$ cat config.mk
export PLATFORM = sky130hd
export DESIGN_NAME = mem_port_arbiter
export DESIGN_NICKNAME = d
export VERILOG_FILES = /design/src/rtl/mem_port_arbiter.sv
export SDC_FILE = /design/constraint.sdc
export NUM_CORES = 1
export LEC_CHECK = 0
export CORE_ASPECT_RATIO = 2
export CORE_MARGIN = 1.5
export CORE_UTILIZATION = 40
export CTS_CLUSTER_DIAMETER = 120
export DETAILED_ROUTE_END_ITERATION = 10
export DONT_BUFFER_PORTS = 1
export HOLD_SLACK_MARGIN = 0.05
export PLACE_DENSITY = 0.59
export SLEW_MARGIN = 20
export SYNTH_ARGS = -nofsm -noshare
export SYNTH_HDL_FRONTEND = slang
export SYNTH_SLANG_ARGS = --single-unit
$ cat constraint.sdc
create_clock -name clk -period 3.5 [get_ports clk]
set_clock_uncertainty 0.2 [all_clocks]
set_input_delay 0.875 -clock clk [delete_from_list [all_inputs] [get_ports clk]]
set_output_delay 0.875 -clock clk [all_outputs]
set_load 0.05 [all_outputs]
$ cat src/rtl/mem_port_arbiter.sv
// Arbitrates one single-port, fixed-latency SRAM between instruction fetch and the MEM stage.
// MEM has priority; a starvation counter forces a fetch through after FETCH_STARVE_MAX MEM grants.
module mem_port_arbiter #(
    parameter int ADDR_W           = 32,
    parameter int DATA_W           = 32,
    parameter int WAIT_CYCLES      = 3,
    parameter int FETCH_STARVE_MAX = 4
) (
    input  logic              clk,
    input  logic              reset_n,

    input  logic              i_If_Req,
    input  logic [ADDR_W-1:0] i_If_Addr,
    output logic              o_If_Ready,
    output logic [DATA_W-1:0] o_If_Data,
    output logic              o_If_Stall,

    input  logic              i_Mem_Read_Enable,
    input  logic              i_Mem_Write_Enable,
    input  logic [ADDR_W-1:0] i_Mem_Addr,
    input  logic [DATA_W-1:0] i_Mem_Wdata,
    output logic              o_Mem_Ready,
    output logic [DATA_W-1:0] o_Mem_Rdata,
    output logic              o_Freeze,

    output logic [ADDR_W-1:0] o_Sram_Addr,
    output logic [DATA_W-1:0] o_Sram_Wdata,
    output logic              o_Sram_We,
    output logic              o_Sram_Oe,
    input  logic [DATA_W-1:0] i_Sram_Rdata
);

    typedef enum logic [1:0] {
        S_IDLE,
        S_BUSY,
        S_DONE
    } state_t;

    typedef enum logic {
        OWN_IF,
        OWN_MEM
    } owner_t;

    localparam int CNT_W = $clog2(WAIT_CYCLES + 1);
    localparam int STV_W = (FETCH_STARVE_MAX < 1) ? 1 : $clog2(FETCH_STARVE_MAX + 1);
    localparam logic [CNT_W-1:0] CNT_INIT = CNT_W'(WAIT_CYCLES);
    localparam logic [CNT_W-1:0] CNT_ONE  = CNT_W'(1);
    localparam logic [STV_W-1:0] STV_MAX  = STV_W'(FETCH_STARVE_MAX);
    localparam logic [STV_W-1:0] STV_ONE  = STV_W'(1);

    state_t           r_state;
    owner_t           r_owner;
    logic             r_write;
    logic [CNT_W-1:0] r_cnt;
    logic [STV_W-1:0] r_starve;

    logic w_mem_req;
    logic w_any_req;
    logic w_if_wins;

    assign w_mem_req = i_Mem_Read_Enable | i_Mem_Write_Enable;
    assign w_any_req = i_If_Req | w_mem_req;
    assign w_if_wins = i_If_Req & (~w_mem_req | (r_starve == STV_MAX));

    // Pipeline handshakes stay combinational so they track the requests even while in reset.
    assign o_Freeze   = w_mem_req & ~o_Mem_Ready;
    assign o_If_Stall = i_If_Req & ~o_If_Ready;

    // NOTE: reset is asynchronous so SRAM strobes drop the instant reset_n falls, aborting any access.
    always_ff @(posedge clk or negedge reset_n) begin
        if (!reset_n) begin
            r_state      <= S_IDLE;
            r_owner      <= OWN_IF;
            r_write      <= 1'b0;
            r_cnt        <= '0;
            r_starve     <= '0;
            o_If_Ready   <= 1'b0;
            o_If_Data    <= '0;
            o_Mem_Ready  <= 1'b0;
            o_Mem_Rdata  <= '0;
            o_Sram_Addr  <= '0;
            o_Sram_Wdata <= '0;
            o_Sram_We    <= 1'b0;
            o_Sram_Oe    <= 1'b0;
        end else begin
            o_If_Ready  <= 1'b0;
            o_Mem_Ready <= 1'b0;

            case (r_state)
                S_IDLE: begin
                    if (w_any_req) begin
                        r_state <= S_BUSY;
                        r_cnt   <= CNT_INIT;
                        if (w_if_wins) begin
                            r_owner     <= OWN_IF;
                            r_write     <= 1'b0;
                            r_starve    <= '0;
                            o_Sram_Addr <= i_If_Addr;
                            o_Sram_We   <= 1'b0;
                            o_Sram_Oe   <= 1'b1;
                        end else begin
                            // A store wins when both read and write enables are high.
                            r_owner      <= OWN_MEM;
                            r_write      <= i_Mem_Write_Enable;
                            o_Sram_Addr  <= i_Mem_Addr;
                            o_Sram_Wdata <= i_Mem_Wdata;
                            o_Sram_We    <= i_Mem_Write_Enable;
                            o_Sram_Oe    <= ~i_Mem_Write_Enable;
                            if (i_If_Req && (r_starve != STV_MAX)) begin
                                r_starve <= r_starve + STV_ONE;
                            end
                        end
                    end
                end

                S_BUSY: begin
                    r_cnt <= r_cnt - CNT_ONE;
                    if (r_cnt == CNT_ONE) begin
                        r_state   <= S_DONE;
                        o_Sram_We <= 1'b0;
                        o_Sram_Oe <= 1'b0;
                        if (r_owner == OWN_IF) begin
                            o_If_Ready <= 1'b1;
                            o_If_Data  <= i_Sram_Rdata;
                        end else begin
                            o_Mem_Ready <= 1'b1;
                            if (!r_write) begin
                                o_Mem_Rdata <= i_Sram_Rdata;
                            end
                        end
                    end
                end

                S_DONE: begin
                    r_state <= S_IDLE;
                end

                default: begin
                    r_state <= S_IDLE;
                end
            endcase
        end
    end

endmodule

Word level (Yosys, flattened, before mapping)

Cells that the tools add are included.

Bitwise logic cells: 13
$add $sub $neg: 2
Mux-type cells: 22
Reductions and logical operators: 12
Eq/ne operators: 6

Operators by type and width:

| operator                                          | count |
|---|---|
| two-way mux 32 bit                                | 1 |
| two-way mux 1 bit                                 | 12 |
| AND reduction 3 bit                               | 4 |
| case mux 2 bit (2 select lines)                   | 2 |
| NOT 1 bit                                         | 7 |
| two-way mux 2 bit                                 | 3 |
| two-way mux 3 bit                                 | 2 |
| AND reduction 2 bit                               | 3 |
| == test 2 x 1 -> 1 bit (second input constant)    | 2 |
| != test 2 bit (second input constant)             | 2 |
| case mux 1 bit (2 select lines)                   | 2 |
| AND reduction 4 bit                               | 1 |
| nonzero test 2 bit                                | 2 |
| adder 3 x 1 -> 3 bit (second input constant)      | 1 |
| bitwise AND 1 bit                                 | 3 |
| == test 3 bit (second input constant)             | 1 |
| != test 3 bit (second input constant)             | 1 |
| bitwise OR 1 bit                                  | 3 |
| logical NOT 2 bit                                 | 1 |
| subtractor 2 x 1 -> 2 bit (second input constant) | 1 |
| logical AND 1 bit                                 | 1 |

Logic and storage cells: 68
Input port bits: 133
Output and inout port bits: 134
Register bits: 141

Depth between registers and ports, before layout

Depth after elaboration: 7
Gate-level depth with buffers: 7
Gate-level depth less buffers: 5

Least setup slack after synthesis

No wires, ideal clock.

Path kind: input port to output port
Start point: input port i_If_Req
End point: output port o_If_Stall
Arrival time: 1956 ps
Setup slack: 469 ps
Path buffers: 2
Cell stages on the path: 4
Required time: 2425 ps
Cells stage by stage: buf_2 -> inv_1 -> clkbuf_1 -> nor2_1

Longest elaborated chain between the ends: 1

Ends and longest elaborated chain:

| item              | line | text |
|---|---|---|
| from (decl)       | 12   | `input logic i_If_Req,` |
| bitwise AND 1 bit | 67   | `assign o_If_Stall = i_If_Req & ~o_If_Ready;` |
| to (decl)         | 16   | `output logic o_If_Stall,` |

Every way passes these cells.

Worst setup path in the final report

Ends and elaborated chain as after synthesis.

==> key figures <==
Status
  – Status: finished with violations
  – Failing checks: negative hold slack

Logic synthesis
  – Post-synth EDFFs: 0
  – Mapped Area: between 5000 and 6000 um2
  – Syn Area/Cell: between 10 and 15 um2
  – Synthesized Nets: 579
  – Synth unique cells: 32
  – Yosys reg bits: between 100 and 150
  – Asr flop ratio synth: between 90% and 100%
  – Yosys warning total: 0
  – Most used DFF post-synth: dfrtp_1
  – Cell count after synthesis: 443
  – Sequential area share after synthesis: between 60 and 70%

GRT
  – First-pass GRT wire length: 20.7 mm
  – Initial antenna violation count: 0
  – All-Layer GR Usage: between 10% and 20%
  – Number of global-route vias before repair: around 4000
  – Total grt overflow: 0
  – Largest net degree at the start of global routing: 142

Place
  – Placed Area: 6030 um2
  – Number of port buffers: 0
  – HPWL after detailed placement: between 9 and 10 mm
  – Final Wtd Congestion: about 0.88

Worst setup path
  – Slowest-stage cell, CP: inv_1
  – Critical path class: primary input to output pin
  – Crit path cell chain: inv_1, nor2_1, buf_4
  – Crit path DAT: ~1400 ps
  – Crit. End Element: output pin
  – CP Launch Type: primary input
  – CP delay by family, top: buffers and inverters
  – Critical path's largest stage delay: 200 ps
  – CP max FO: 36
  – Critical path buffer and inverter count: 2
  – WP data required: approximately 2400 ps

Floorplanning
  – # IOs: ~270
  – Die area: about 15000 um2
  – Initial core utilization: between 40% and 50%
  – Cell Rows: 62
  – Die W: approximately 90 um
  – Core Box Area: 14400 um2
  – Die height: around 170 um

Cells and area
  – Synth-to-Final Area Change: 13.5%
  – Nets: ~580
  – Final Cell Area: about 6700 um2
  – Antenna diode count: 0
  – Commonest non-fill, non-tap cells in the layout: 141 x dfrtp_1, 70 x mux2_2, 35 x o21ai_0
  – Layout cells sized above 1: approximately a third
  – Most common cell after layout, fill and taps aside: dfrtp_1

Timing
  – Worst slew margin: ~64%
  – Final hold slack: -46.2 ps
  – Final Max Slew Viols: 0
  – Worst slew pin tran: roughly 540 ps
  – Final setup fails: 0
  – Fmax: slightly above 400 MHz
  – Setup TNS: 0 ps
  – Final Hold Vio Count: 34
  – Final min period: 2450 ps
  – RSZ-0062 raised after global routing: no
  – Final worst path period share: a little over two thirds

Route
  – Vias per cell: about 5.8
  – DRC Markers: 0
  – ANT nets after route: 0
  – First DRT Iteration DRCs: ~150
  – Routed len/inst: 21.5 um
  – Total Wirelength: about 14 mm
  – DR vias: 3710
  – 1st-pass router iterations: 4

Clocking
  – H-tree Lvls: 4
  – Setup Fix Bufs, Post-CTS: 0
  – CTS tree: built
  – Clk sinks: around 140
  – CTS Buf Count: 17
  – Max Root-Sink Buffers: 2
  – Clk_lat worst skew: slightly above 400 ps
  – Post-cts resize count: 0
  – Reg clk slew, reported paths: 60 ps
  – CTS Root Cell: clkbuf_16

Flow run
  – Max Cap Viol: 0

Min path
  – Hold crit path type: primary input to asynchronous set/reset pin
[sequential cells by signal, summed over array words and instances, names as in the netlist]
signal        flops
o_If_Data        32
o_Mem_Rdata      32
o_Sram_Addr      32
o_Sram_Wdata     32
r_starve          3
r_cnt             2
r_state           2
o_If_Ready        1
o_Mem_Ready       1
o_Sram_Oe         1
o_Sram_We         1
r_owner           1
r_write           1
[worst paths after layout]
path                                from              end  slack, ps  cells past startpoint
worst max register to register  r_cnt[1]  o_Mem_Rdata[21]       1240                      6
min in group clk                r_cnt[0]         r_cnt[0]        320                      1
worst min register to register  r_cnt[0]         r_cnt[0]        320                      1
worst max-delay path            i_If_Req       o_If_Stall       1050                      3
max in group asynchronous        reset_n    o_If_Data[25]       2780                      0
worst min-delay path             reset_n  o_Sram_Addr[28]        -50                      0
[synth_stat cells (2+ instances only)]
cell type | instances | area share (%)
a31oi_1 | 32 | 3.4
mux2_4 | 26 | 6.7
buf_12 | 2 | 0.68
inv_1 | 7 | 0.45
ha_1 | 3 | 0.64
a21oi_1 | 33 | 2.8
dfrtp_1 | 141 | 60
buf_2 | 9 | 0.77
mux2_2 | 70 | 13
nand3_1 | 33 | 2.8
buf_6 | 3 | 0.58
clkbuf_1 | 20 | 1.3
nor2_1 | 6 | 0.38
a2bb2oi_1 | 2 | 0.30
o21ai_0 | 35 | 3.0
o2bb2ai_1 | 2 | 0.30
nand2_1 | 4 | 0.26
[layout make-up]
cell class                      count  area [um2]
Fill cell                        1326        7700
Sequential cell                   141        3530
Multi-Input combinational cell    261        2140
Clock buffer                       18         439
Tap cell                          192         240
Clock inverter                     14         183
Timing Repair Buffer               11        95.1
Inverter                            7        26.3
[stage by stage]
step / std cells / hold WS [ps] / worst slack [ps] / utilization [%]
after floorplan: 443 / 252 / 469 / -
after global placement: 612 / 288 / 1060 / 42.0
after detailed placement: 612 / 308 / 1060 / 42.0
after CTS: 644 / -69.3 / 1030 / 46.4
after global routing: 644 / -72.8 / 982 / 46.4
final: 644 / -46.2 / 1050 / 46.4
[worst register-to-register path, cell delays in order (launching register included)]
cell	delay (ps)
dfrtp_1	380
inv_1	60
ha_1	170
nand3b_1	260
nor3b_4	260
buf_4	410
mux2_2	410
[per-layer routing]
layer	global-route usage [%]	vias up	share of wire (%)
met4	8.59	0	2.3
met5	0	-	0
li1	-	1598	-
met1	17.5	1904	34
met2	32.4	186	56
met3	5.65	22	7.7
[cell families (layout without fill, tap and decap cells)]
kind of cell	after synthesis	in the layout	share of synthesized area, %
flip-flops	141	141	60.2
AO/OA/AOI/OAI	111	111	10.8
adder cells (fa/ha/maj)	3	3	0.640
AND/OR/NAND/NOR	51	51	4.48
buffers and inverters	41	50	3.76
multiplexers	96	96	20.1
Power is left out: the tool's default activity adds up to more than one toggle a clock period on the data nets, which glitch-free logic cannot reach.
